**config.mk**
```make
export PLATFORM = sky130hd
export DESIGN_NAME = fpadd_dispatch
export DESIGN_NICKNAME = d
export VERILOG_FILES = /design/src/rtl/fpadd_dispatch.sv
export SDC_FILE = /design/constraint.sdc
export NUM_CORES = 1
export LEC_CHECK = 0
export ABC_AREA = 1
export CAP_MARGIN = 20
export CORE_ASPECT_RATIO = 1.1
export CORE_MARGIN = 10
export CORE_UTILIZATION = 25
export CTS_BUF_LIST = sky130_fd_sc_hd__clkbuf_2 sky130_fd_sc_hd__clkbuf_4 sky130_fd_sc_hd__clkbuf_8
export DETAILED_ROUTE_END_ITERATION = 8
export SYNTH_ARGS = -nofsm -noshare
export SYNTH_HDL_FRONTEND = slang
export SYNTH_SLANG_ARGS = --single-unit
```
**constraint.sdc**
```tcl
create_clock -name clk -period 12.8 [get_ports clk]
set_clock_uncertainty 0.1 [all_clocks]
set_input_delay 1.28 -clock clk [delete_from_list [all_inputs] [get_ports clk]]
set_output_delay 1.28 -clock clk [all_outputs]
set_load 0.1 [all_outputs]
```
**src/rtl/fpadd_dispatch.sv**
```systemverilog
// rtl/fpadd_dispatch.sv - request FIFO and single-issue sequencer for a packed fp16/fp32 adder
module fpadd_dispatch #(
   parameter int PARAM_FIFO_DEPTH = 2,
   parameter int PARAM_TIMEOUT    = 15
) (
   input  logic         clk,
   input  logic         rst_n,
   input  logic         req_valid,
   output logic         req_ready,
   input  logic [127:0] req_s0,
   input  logic [127:0] req_s1,
   input  logic         req_mode,
   input  logic [3:0]   req_tag,
   output logic         rsp_valid,
   input  logic         rsp_ready,
   output logic [127:0] rsp_data,
   output logic [3:0]   rsp_tag,
   output logic         rsp_err,
   output logic         fp_inst_valid,
   output logic [127:0] fp_s0,
   output logic [127:0] fp_s1,
   output logic         fp_mode,
   input  logic         fp_idle,
   input  logic [127:0] fp_result,
   output logic         busy
);

   localparam int PW = $clog2(PARAM_FIFO_DEPTH);
   localparam int CW = $clog2(PARAM_FIFO_DEPTH + 1);
   localparam int TW = $clog2(PARAM_TIMEOUT + 1);

   typedef enum logic [2:0] {
      IDLE,
      ISSUE,
      WAIT_BUSY,
      WAIT_DONE,
      RESP
   } state_e;

   state_e          state_q, state_d;

   logic [127:0]    fifo_s0_q   [PARAM_FIFO_DEPTH];
   logic [127:0]    fifo_s0_d   [PARAM_FIFO_DEPTH];
   logic [127:0]    fifo_s1_q   [PARAM_FIFO_DEPTH];
   logic [127:0]    fifo_s1_d   [PARAM_FIFO_DEPTH];
   logic            fifo_mode_q [PARAM_FIFO_DEPTH];
   logic            fifo_mode_d [PARAM_FIFO_DEPTH];
   logic [3:0]      fifo_tag_q  [PARAM_FIFO_DEPTH];
   logic [3:0]      fifo_tag_d  [PARAM_FIFO_DEPTH];

   logic [PW-1:0]   wr_ptr_q, wr_ptr_d;
   logic [PW-1:0]   rd_ptr_q, rd_ptr_d;
   logic [CW-1:0]   count_q, count_d;

   logic [3:0]      inflight_tag_q, inflight_tag_d;
   logic [TW-1:0]   tmo_q, tmo_d;
   logic [127:0]    rsp_data_q, rsp_data_d;
   logic [3:0]      rsp_tag_q, rsp_tag_d;
   logic            rsp_err_q, rsp_err_d;

   logic            push;
   logic            pop;
   logic            tmo_hit;
   logic            op_done;
   logic            op_abort;

   // handshake qualifiers shared by the FIFO, the FSM and the response capture
   always_comb begin
      req_ready = (count_q < CW'(PARAM_FIFO_DEPTH));
      push      = req_valid && req_ready;
      pop       = (state_q == ISSUE) && fp_idle;
      tmo_hit   = (tmo_q == TW'(PARAM_TIMEOUT - 1));
      op_done   = (state_q == WAIT_DONE) && fp_idle;
      op_abort  = tmo_hit && ((state_q == WAIT_BUSY) || ((state_q == WAIT_DONE) && !fp_idle));
   end

   // FIFO pointers wrap naturally because the depth is a power of two
   always_comb begin
      wr_ptr_d = wr_ptr_q;
      rd_ptr_d = rd_ptr_q;
      count_d  = count_q;
      if (push) begin
         wr_ptr_d = wr_ptr_q + PW'(1);
      end
      if (pop) begin
         rd_ptr_d = rd_ptr_q + PW'(1);
      end
      case ({push, pop})
         2'b10:   count_d = count_q + CW'(1);
         2'b01:   count_d = count_q - CW'(1);
         default: count_d = count_q;
      endcase
   end

   // FIFO storage write at the tail
   always_comb begin
      fifo_s0_d   = fifo_s0_q;
      fifo_s1_d   = fifo_s1_q;
      fifo_mode_d = fifo_mode_q;
      fifo_tag_d  = fifo_tag_q;
      if (push) begin
         fifo_s0_d[wr_ptr_q]   = req_s0;
         fifo_s1_d[wr_ptr_q]   = req_s1;
         fifo_mode_d[wr_ptr_q] = req_mode;
         fifo_tag_d[wr_ptr_q]  = req_tag;
      end
   end

   // FIFO storage needs no reset: entries are only read behind a valid count
   always_ff @(posedge clk) begin
      fifo_s0_q   <= fifo_s0_d;
      fifo_s1_q   <= fifo_s1_d;
      fifo_mode_q <= fifo_mode_d;
      fifo_tag_q  <= fifo_tag_d;
   end

   // adder operands come straight from the head entry
   always_comb begin
      fp_s0   = fifo_s0_q[rd_ptr_q];
      fp_s1   = fifo_s1_q[rd_ptr_q];
      fp_mode = fifo_mode_q[rd_ptr_q];
   end

   // state register
   always_ff @(posedge clk or negedge rst_n) begin
      if (!rst_n) begin
         state_q <= IDLE;
      end else begin
         state_q <= state_d;
      end
   end

   // next-state logic; completion wins over timeout in the same cycle
   always_comb begin
      state_d = state_q;
      case (state_q)
         IDLE: begin
            if (count_q != '0) state_d = ISSUE;
         end
         ISSUE: begin
            if (fp_idle) state_d = WAIT_BUSY;
         end
         WAIT_BUSY: begin
            if (op_abort)      state_d = RESP;
            else if (!fp_idle) state_d = WAIT_DONE;
         end
         WAIT_DONE: begin
            if (op_done || op_abort) state_d = RESP;
         end
         RESP: begin
            if (rsp_ready) state_d = (count_d != '0) ? ISSUE : IDLE;
         end
         default: state_d = IDLE;
      endcase
   end

   // FSM outputs
   always_comb begin
      fp_inst_valid = (state_q == ISSUE) && fp_idle;
      rsp_valid     = (state_q == RESP);
      busy          = (state_q != IDLE) || (count_q != '0);
   end

   // in-flight tag, timeout counter and response capture
   always_comb begin
      inflight_tag_d = inflight_tag_q;
      tmo_d          = tmo_q;
      rsp_data_d     = rsp_data_q;
      rsp_tag_d      = rsp_tag_q;
      rsp_err_d      = rsp_err_q;
      if (pop) begin
         inflight_tag_d = fifo_tag_q[rd_ptr_q];
         tmo_d          = '0;
      end
      if ((state_q == WAIT_BUSY) || (state_q == WAIT_DONE)) begin
         tmo_d = tmo_q + TW'(1);
      end
      if (op_done) begin
         rsp_data_d = fp_result;
         rsp_err_d  = 1'b0;
         rsp_tag_d  = inflight_tag_q;
      end else if (op_abort) begin
         rsp_data_d = '0;
         rsp_err_d  = 1'b1;
         rsp_tag_d  = inflight_tag_q;
      end
   end

   // control and datapath registers
   always_ff @(posedge clk or negedge rst_n) begin
      if (!rst_n) begin
         wr_ptr_q       <= '0;
         rd_ptr_q       <= '0;
         count_q        <= '0;
         inflight_tag_q <= '0;
         tmo_q          <= '0;
         rsp_data_q     <= '0;
         rsp_tag_q      <= '0;
         rsp_err_q      <= 1'b0;
      end else begin
         wr_ptr_q       <= wr_ptr_d;
         rd_ptr_q       <= rd_ptr_d;
         count_q        <= count_d;
         inflight_tag_q <= inflight_tag_d;
         tmo_q          <= tmo_d;
         rsp_data_q     <= rsp_data_d;
         rsp_tag_q      <= rsp_tag_d;
         rsp_err_q      <= rsp_err_d;
      end
   end

   assign rsp_data = rsp_data_q;
   assign rsp_tag  = rsp_tag_q;
   assign rsp_err  = rsp_err_q;

endmodule

```
Word-level counts from Yosys, hierarchy flattened
Index checks and enable logic that the tools add are counted.
- flip-flop bits (word level): 670
- memories kept: 0
- bits in latches: 0
- bits in writable memories: 0
- memory bits (read-only): 0
- equal/unequal tests: 12
- add/sub/neg operators: 5
- divide/modulo/power cells: 0
- bitwise gates (word level): 2
- mux-type cells: 39
- $lt $le $gt $ge: 4
- reductions and logical operators: 18
- multipliers: 0
- shift operators: 0
- operator list (operator ; number):
    $mux W128 ; 9
    $bwmux W256 ; 2
    $demux W128 S1 ; 1
    $mux W4 ; 8
    $mux W3 ; 6
    $pmux W3 S5 ; 1
    $bwmux W8 ; 1
    $reduce_bool A2 Y1 ; 4
    $mux W1 ; 7
    $eq A3 B2 Y1 const B ; 2
    $logic_and A1 B1 Y1 ; 6
    $ne A2 B2 Y1 const B ; 3
    $reduce_and A5 Y1 ; 1
    $add A4 B1 Y4 const B ; 1
    $demux W4 S1 ; 1
    $eq A4 B4 Y1 const B ; 1
    $ge A2 B2 Y1 const B ; 2
    $logic_or A1 B1 Y1 ; 4
    $not A1 Y2 ; 2
    $pmux W2 S2 ; 1
    $eq A3 B1 Y1 const B ; 1
    $eq A3 B3 Y1 const B ; 1
    $logic_not A3 Y1 ; 1
    $ne A3 B3 Y1 const B ; 1
    other kinds (12) ; 13

Longest topological paths before layout
Gate-level depths: netlist (run 1).
- depth after elaboration: 8
- depth in mapped cells: 13
- mapped depth without buffers: 13

Least setup slack after synthesis (run 1)
Ideal clock, no wire load.
- kind: in2reg
- from: input req_valid
- to: register fifo_mode_q[0] (netlist bit) (enable)
- setup slack: -473 ps
- setup time: 889 ps
- data arrival time: 12284 ps
- stages on the path: 2
- data required time: 11811 ps
- path through: nand2_1 > nor2_1
- longest elaborated chain between the ends: 1
- ends and longest elaborated chain (what ; RTL line ; RTL):
    start: declaration ; 8 ; input logic req_valid,
    $logic_and A1 B1 Y1 ; 70 ; push = req_valid && req_ready;
    end signal: assignment ; 113 ; fifo_mode_q <= fifo_mode_d;
    end: declaration ; 46 ; logic fifo_mode_q [PARAM_FIFO_DEPTH];
Every way passes these cells.
A chain may end at the register's enable or synchronous reset.

Worst setup path after layout (run 1)
- from: register rd_ptr_q
- to: output fp_s0[10]
- longest elaborated chain between the ends: 4
- ends and longest elaborated chain (what ; RTL line ; RTL):
    start: declaration ; 52 ; logic [PW-1:0] rd_ptr_q, rd_ptr_d;
    start signal: assignment ; 202 ; rd_ptr_q <= rd_ptr_d;
    $not A1 Y2 (not written as such) ; 119 ; fp_s0 = fifo_s0_q[rd_ptr_q];
    $mux W128 (not written as such) (3 in series) ; 119 ;
    end: declaration ; 20 ; output logic [127:0] fp_s0,
Every way passes these cells. The select of a mux whose other input is x is not followed.

==> metrics.cfg, run 1 <==
[cts]
cts_tree = done
cts.path.max_buffers = 3
cts_sinks = 670
cts_inserted_buffers = 113
clock-root-buffer = clkbuf_8
clk_latency_ps = 730
cts_hold_buf = 0
h-tree-depth = 3
postCtsSetupRepairBufs = 0
clk_pin_slew_ps = 60
cts_resized = 0

[global_routing]
grt_pass1_wl_um = 126000
grt_pass1_vias = 18181
antenna_found_initial = 21
track_usage = 0.152
grt_overflow = 0
grt_max_degree = 155

[floorplan]
die_w_um = 321
die_h_um = 351
rows = 121
initial_core_util = 0.251
coreArea_sq_um = 98900
dieArea_sq_um = 112000
num_io_pins = 788

[yosys]
syn-cell-area_sq_um = 24800
synth_top_area_share = 0.631
synth_cell_types = 22
syn_nets = 2431
yosysTopAreaCell = edfxtp_1
yosys_warnings = 0
synth_area_per_cell_sq_um = 12.2
netlist_top_cells_area = edfxtp_1, nand2_1, dfrtp_1
synthCells = 2034
synth-seq-area-share = 0.780
synth-seq-cells = 670

[drt]
wl_um = 89500
routedWlPerCell_um = 21.0
vias = 18092
ant_nets = 0
drt-initial-drc-count = 1370
firstDrtPassIters = 5
vias_per_cell = 4.25
remaining_drc_errors = 0

[critical_path]
cp-start-kind = flop
crit_fanout = 137
crit_type = flop to output port
critPathArrivalTime_ps = 4780
end_kind = output port
cp.required_ps = 11420

[final_layout]
drive_gt1_frac = 0.0755
syn_to_final_growth_pct = 46.8
fin_util = 0.369
fin_area_sq_um = 36500
nets = 3254

[placement]
place_hpwl_um = 63700
place_area_sq_um = 34100
io_buffers = 787
gp_congestion = 0.844
dpl_worst_slack_ps = 7120

[sta]
finalHoldViolCount = 0
worst_pin_slew_ps = 1180
slew_viol_final = 0
min_period_ps = 6160
relSlewSlack = 0.211
period_share = 0.481
rsz0062_at_grt = no
fin_ws_ps = 6640
setup_tns_ps = 0
max_freq_mhz = 162
finalSetupViolCount = 0

[outcome]
status = completed

[worst_hold_path]
min_path_type = input pin to asynchronous set/reset pin

[run]
drv_cap = 0

cell usage in the layout (no fill, tap or decap), types with 4 or more instances in the layout:
cell type,count
a31oi_1,4
buf_4,26
bufinv_16,4
clkbuf_4,37
clkbuf_8,120
clkdlybuf4s50_1,779
clkinv_1,31
clkinv_2,13
dfrtp_1,147
diode_2,14
edfxtp_1,522
inv_1,12
nand2_1,1072
nand3_1,136
nand4_1,4
nor2_1,10
xor2_1,4
logic make-up after synthesis:
group / share of synthesized area
AO/OA/AOI/OAI: 0.00262
XOR/XNOR: 0.00141
adder cells (fa/ha/maj): 0.00151
buffers and inverters: 0.0215
flip-flops: 0.780
AND/OR/NAND/NOR: 0.193
stage by stage:
step                      instances  hold slack (ps)
after global placement         4031              352
after detailed placement       4033              358
after CTS                      4246              232
final                          4260              339
after floorplan                2034              340
after global routing           4251              287
cell type report:
| type | instances | area [sq um] |
|---|---|---|
| multi-input cells | 1246 | 4960 |
| diodes | 14 | 35.0 |
| fillers | 9644 | 62400 |
| clock buffers | 157 | 1930 |
| inverters | 17 | 73.8 |
| well taps | 1291 | 1620 |
| flip-flops and latches | 670 | 19400 |
| clock inverters | 56 | 414 |
| repair buffers | 809 | 8060 |
per-layer routing:
layer,GRT usage,up-vias,routed length [um]
met3,0.0695,158,10600
met5,0,-,177
met2,0.260,829,44400
met1,0.163,8610,31600
li1,-,8469,-
met4,0.0586,26,2740
sequential cells by signal, summed over array words and instances, names as in the netlist, 2 cells and up:
signal / count
count_q: 2
fifo_mode_q: 2
fifo_s0_q: 256
fifo_s1_q: 256
fifo_tag_q: 8
inflight_tag_q: 4
rsp_data: 128
rsp_tag: 4
state_q: 3
tmo_q: 4
synth_stat cells:
cell type / instances
a21oi_1: 3
a31oi_1: 4
buf_1: 2
buf_2: 30
buf_6: 7
clkbuf_1: 62
clkinv_1: 1
dfrtp_1: 148
edfxtp_1: 522
ha_1: 3
inv_1: 12
inv_2: 4
nand2_1: 1072
nand2_2: 2
nand3_1: 136
nand4_1: 4
nor2_1: 13
nor3_1: 1
o211ai_1: 1
o21ai_0: 2
o31ai_1: 1
xor2_1: 4
worst max-delay path, stage by stage (launching register included):
cell and delay, ps:
dfrtp_4 680, inv_8 480, buf_4 620, buf_4 730, nand2_1 120, nand2_1 100
clkdlybuf4s50_1 1140
final timing paths:
kind	endpoint	startpoint	cells after the start	slack, ps
max	fp_s0[10]	rd_ptr_q	6	6640
min	rsp_data[57]	rst_n	1	340
max reg2reg	fifo_s1_q[23]	count_q[1]	6	8860
min reg2reg	rsp_data[7]	rsp_data[7]	2	370
max in group asynchronous	rd_ptr_q	rst_n	2	11040
min in group clk	rsp_data[7]	rsp_data[7]	2	370
Power of run 1 is not shown: default switching activity piles up to over one toggle a cycle in this logic, so the estimate is an artifact.
==> inputs of run 2 (changes only) <==
==> constraint.sdc (replaced) <==
create_clock -name clk -period 5.6 [get_ports clk]
set_clock_uncertainty 0.1 [all_clocks]
set_input_delay 0.56 -clock clk [delete_from_list [all_inputs] [get_ports clk]]
set_output_delay 0.56 -clock clk [all_outputs]
set_load 0.1 [all_outputs]
==> metrics.cfg, run 2 (same netlist as run 1, synthesis figures left out) <==
[final_layout]
layout_commonest_cell = nand2_1
syn_to_final_growth_pct = 47.1
nets = 3260  ; +0.18%
final_cell_mix = nand2_1, clkdlybuf4s50_1, edfxtp_1
fin_util = 0.370  ; +0.000861
drive_gt1_frac = 0.0869  ; +0.0114
fin_cells = 4268  ; +0.19%

[critical_path]
critPathArrivalTime_ps = 3840  ; -940 ps
cp-start-kind = flop
path_delay_family = buffers and inverters
crit_cells = 5  ; -1
cp_cell_sequence = inv_8 > buf_12 > nand2_1 > nand2_1 > clkdlybuf4s50_1
critPathMaxStageDelay_ps = 1210  ; +70 ps
crit_type = flop to output port
crit_fanout = 93  ; -32%
end_kind = output port
crit_slowest_cell = clkdlybuf4s50_1
cp_common_cell = nand2_1
crit_buf_inv = 3  ; -1
reg2reg_from = count_q[1]
rr_worst_depth = 4  ; -2
crit_start = rd_ptr_q
cp.required_ps = 4940  ; -6480 ps

[floorplan]
initial_core_util = 0.251  ; unchanged
dieArea_sq_um = 112000  ; unchanged
rows = 121  ; unchanged
coreArea_sq_um = 98900  ; unchanged
num_io_pins = 788  ; unchanged
die_w_um = 321  ; unchanged
die_h_um = 351  ; unchanged

[sta]
max_freq_mhz = 222
slew_viol_final = 0  ; unchanged
worst_pin_slew_ps = 1190  ; +9.55 ps
min_period_ps = 4500
rsz0062_at_grt = no
relSlewSlack = 0.205  ; -0.00639
period_share = 0.804
fin_ws_ps = 1100  ; -5540 ps
setup_tns_ps = 0  ; unchanged
finalHoldViolCount = 0  ; unchanged
finalSetupViolCount = 0  ; unchanged

[drt]
wl_um = 90300  ; +0.89%
vias = 18068  ; -0.13%
routedWlPerCell_um = 21.2  ; +0.70%
ant_nets = 0  ; unchanged
remaining_drc_errors = 0  ; unchanged
vias_per_cell = 4.23  ; -0.32%
firstDrtPassIters = 5  ; unchanged
drt-initial-drc-count = 1255  ; -8.4%

[run]
drv_cap = 0  ; unchanged

[cts]
postCtsSetupRepairBufs = 0  ; unchanged
cts_sinks = 670  ; unchanged
cts_hold_buf = 1  ; +1
cts_tree = done
clock-root-buffer = clkbuf_8
cts_inserted_buffers = 112  ; -0.88%
cts_resized = 0  ; unchanged
h-tree-depth = 3  ; unchanged
clk_latency_ps = 750  ; +20 ps
clk_pin_slew_ps = 60  ; about the same
cts.path.max_buffers = 3  ; unchanged

[placement]
dp_cells = 4039  ; +0.15%
dpl_worst_slack_ps = 1870  ; -5250 ps
gp_congestion = 0.806  ; -4.5%
place_hpwl_um = 65400  ; +2.7%
io_buffers = 787  ; unchanged

[global_routing]
track_usage = 0.154  ; +0.00159
grt_overflow = 0  ; unchanged
grt_pass1_wl_um = 127000  ; +0.79%
grt_max_degree = 151  ; -2.6%
met2_usage = 0.264  ; +0.00411
met1_usage = 0.161  ; -0.00234
grt_pass1_vias = 18455  ; +1.5%
grt_util_met3 = 0.0712  ; +0.00167
antenna_found_initial = 29  ; +38%
busiest_layer = met2

[worst_hold_path]
min_path_type = input pin to asynchronous set/reset pin

[outcome]
status = completed

## run 2: layout make-up
type	instances	area, sq um
timing repair buffer	816	8160
inverter	17	77.6
multi-input combinational	1246	4960
antenna	20	50.0
clock buffer	166	1990
tap	1291	1620
sequential	670	19400
clock inverter	42	324
fill	9618	62300
## run 2: final timing paths
| check | end | slack, ps |
|---|---|---|
| setup / recovery | fp_s0[89] | 1100 |
| hold / removal | rsp_data[45] | 230 |
| setup reg to reg | fifo_s1_q[230] | 2950 |
| hold reg to reg | tmo_q[3] | 370 |
| max in group asynchronous | rd_ptr_q | 3990 |
| min in group clk | rsp_data[15] | 250 |
## run 2: metrics by stage
stage               instance area [sq um]  hold slack [ps]
global route                        36500              170
floorplan                           24900              164
global placement                    34100              354
finish                              36600              228
CTS                                 36500              138
detailed placement                  34200              357
## run 2: worst reg2reg max path, cell delays in order, from the launching register on
cell,delay [ps]
dfrtp_1,420
clkinvlp_4,110
nand2_1,180
nor2_4,780
buf_4,640
## run 2: routing by layer
metal,routed length (um),vias to the layer above
met5,199,-
met4,3360,28
met3,9750,186
met2,44900,710
met1,32100,8653
li1,-,8491
Power of run 2 is left out for the same reason.
==> inputs of run 3 (changes only) <==
==> constraint.sdc (replaced) <==
create_clock -name clk -period 4.34 [get_ports clk]
set_clock_uncertainty 0.1 [all_clocks]
set_input_delay 0.434 -clock clk [delete_from_list [all_inputs] [get_ports clk]]
set_output_delay 0.434 -clock clk [all_outputs]
set_load 0.1 [all_outputs]
==> metrics.cfg, run 3 (same netlist as run 1, synthesis figures left out) <==
[critical_path]
crit_type = flop to output port
critPathArrivalTime_ps = 2840  ; -1000 ps
cp-start-kind = flop
cp.required_ps = 3810  ; -1130 ps
end_kind = output port
crit_fanout = 89  ; -4.3%

[global_routing]
grt_pass1_wl_um = 124000  ; -2.6%
grt_pass1_vias = 18104  ; -1.9%
grt_overflow = 0  ; unchanged
grt_max_degree = 191  ; +26%
track_usage = 0.149  ; -0.00462
antenna_found_initial = 14  ; -52%

[worst_hold_path]
min_path_type = input pin to flop

[sta]
finalSetupViolCount = 0  ; unchanged
slew_viol_final = 0  ; unchanged
min_period_ps = 3380
relSlewSlack = 0.123  ; -0.0821
max_freq_mhz = 296
finalHoldViolCount = 0  ; unchanged
rsz0062_at_grt = no
worst_pin_slew_ps = 1320  ; +127 ps
period_share = 0.778

[drt]
routedWlPerCell_um = 20.7  ; -2.2%
routed.top_layer = met5
firstDrtPassIters = 5  ; unchanged
wl_um = 88000  ; -2.6%
met3_length_um = 9540  ; -2.2%
wl_met1_um = 32100  ; -0.14%
ant_nets = 0  ; unchanged
drt-initial-drc-count = 1284  ; +2.3%
wl_met2_um = 43100  ; -4.1%
vias = 17947  ; -0.67%
vias_per_cell = 4.22  ; -0.25%
remaining_drc_errors = 0  ; unchanged

[placement]
gp_congestion = 0.838  ; +3.9%
io_buffers = 787  ; unchanged
place_area_sq_um = 33600  ; -1.7%
place_hpwl_um = 63600  ; -2.7%
dp_cells = 4042  ; +0.074%

[cts]
cts_resized = 0  ; unchanged
clock-root-buffer = clkbuf_8
clk_latency_ps = 730  ; -20 ps
cts_sinks = 670  ; unchanged
postCtsSetupRepairBufs = 0  ; unchanged
cts_tree = done
h-tree-depth = 3  ; unchanged
clk_pin_slew_ps = 60  ; about the same
cts.path.max_buffers = 3  ; unchanged
cts_inserted_buffers = 110  ; -1.8%

[floorplan]
rows = 121  ; unchanged
coreArea_sq_um = 98900  ; unchanged
initial_core_util = 0.251  ; unchanged
die_w_um = 321  ; unchanged
die_h_um = 351  ; unchanged
num_io_pins = 788  ; unchanged
dieArea_sq_um = 112000  ; unchanged

[run]
drv_cap = 0  ; unchanged

[final_layout]
drive_gt1_frac = 0.168  ; +0.0810
final_cell_mix = nand2_1, edfxtp_1, clkdlybuf4s50_1
layout_commonest_cell = nand2_1
fin_util = 0.364  ; -0.00602
fin_area_sq_um = 36000  ; -1.6%
fin_cells = 4250  ; -0.42%
nets = 3263  ; +0.092%
syn_to_final_growth_pct = 44.7

[outcome]
status = completed

==> run 3: worst paths after layout <==
kind / startpoint / end / slack (ps) / cells after the start
worst max-delay path: rd_ptr_q / fp_s0[11] / 960 / 5
worst max register to register: tmo_q[0] / rsp_data[46] / 1820 / 10
worst min register to register: rsp_data[6] / rsp_data[6] / 370 / 2
max in group asynchronous: rst_n / rsp_data[111] / 2580 / 4
min in group asynchronous: rst_n / rsp_data[62] / 610 / 3
worst min-delay path: fp_idle / rsp_data[5] / 150 / 3
==> run 3: metal layers <==
metal  vias to the layer above  global-route usage
li1                       8478                   -
met5                         -                   0
met1                      8599               0.161
met2                       708               0.253
met3                       148              0.0682
met4                        14              0.0596
==> run 3: per-stage QoR <==
| stage | hold slack [ps] | setup TNS (ps) | setup WS (ps) |
|---|---|---|---|
| after floorplan | 38.4 | -514170 | -993 |
| after global placement | 277 | 0 | 1490 |
| after detailed placement | 282 | 0 | 1460 |
| after CTS | 19.2 | 0 | 784 |
| after global routing | 62.6 | 0 | 775 |
| final | 147 | 0 | 963 |
==> run 3: area by class of cell <==
type                    instances  area (sq um)
repair buffers                821          7590
well taps                    1291          1620
multi-input cells            1246          4960
clock inverters                34           275
clock buffers                 166          2050
flip-flops and latches        670         19400
inverters                      17          77.6
diodes                          5          12.5
fillers                      9624         62900
==> run 3: worst max-delay path, stage by stage, from the launching register on <==
cell	delay [ps]
dfrtp_4	580
inv_8	470
buf_4	390
nand2_1	80
nand2_1	180
buf_4	330
==> run 3: timing repair <==
action / CTS / global route
endpoints found under the setup margin: 0 / 0
endpoints found under the hold margin: 148 / 0
hold buffers: 3 / 0
Power of run 3 is left out for the same reason.
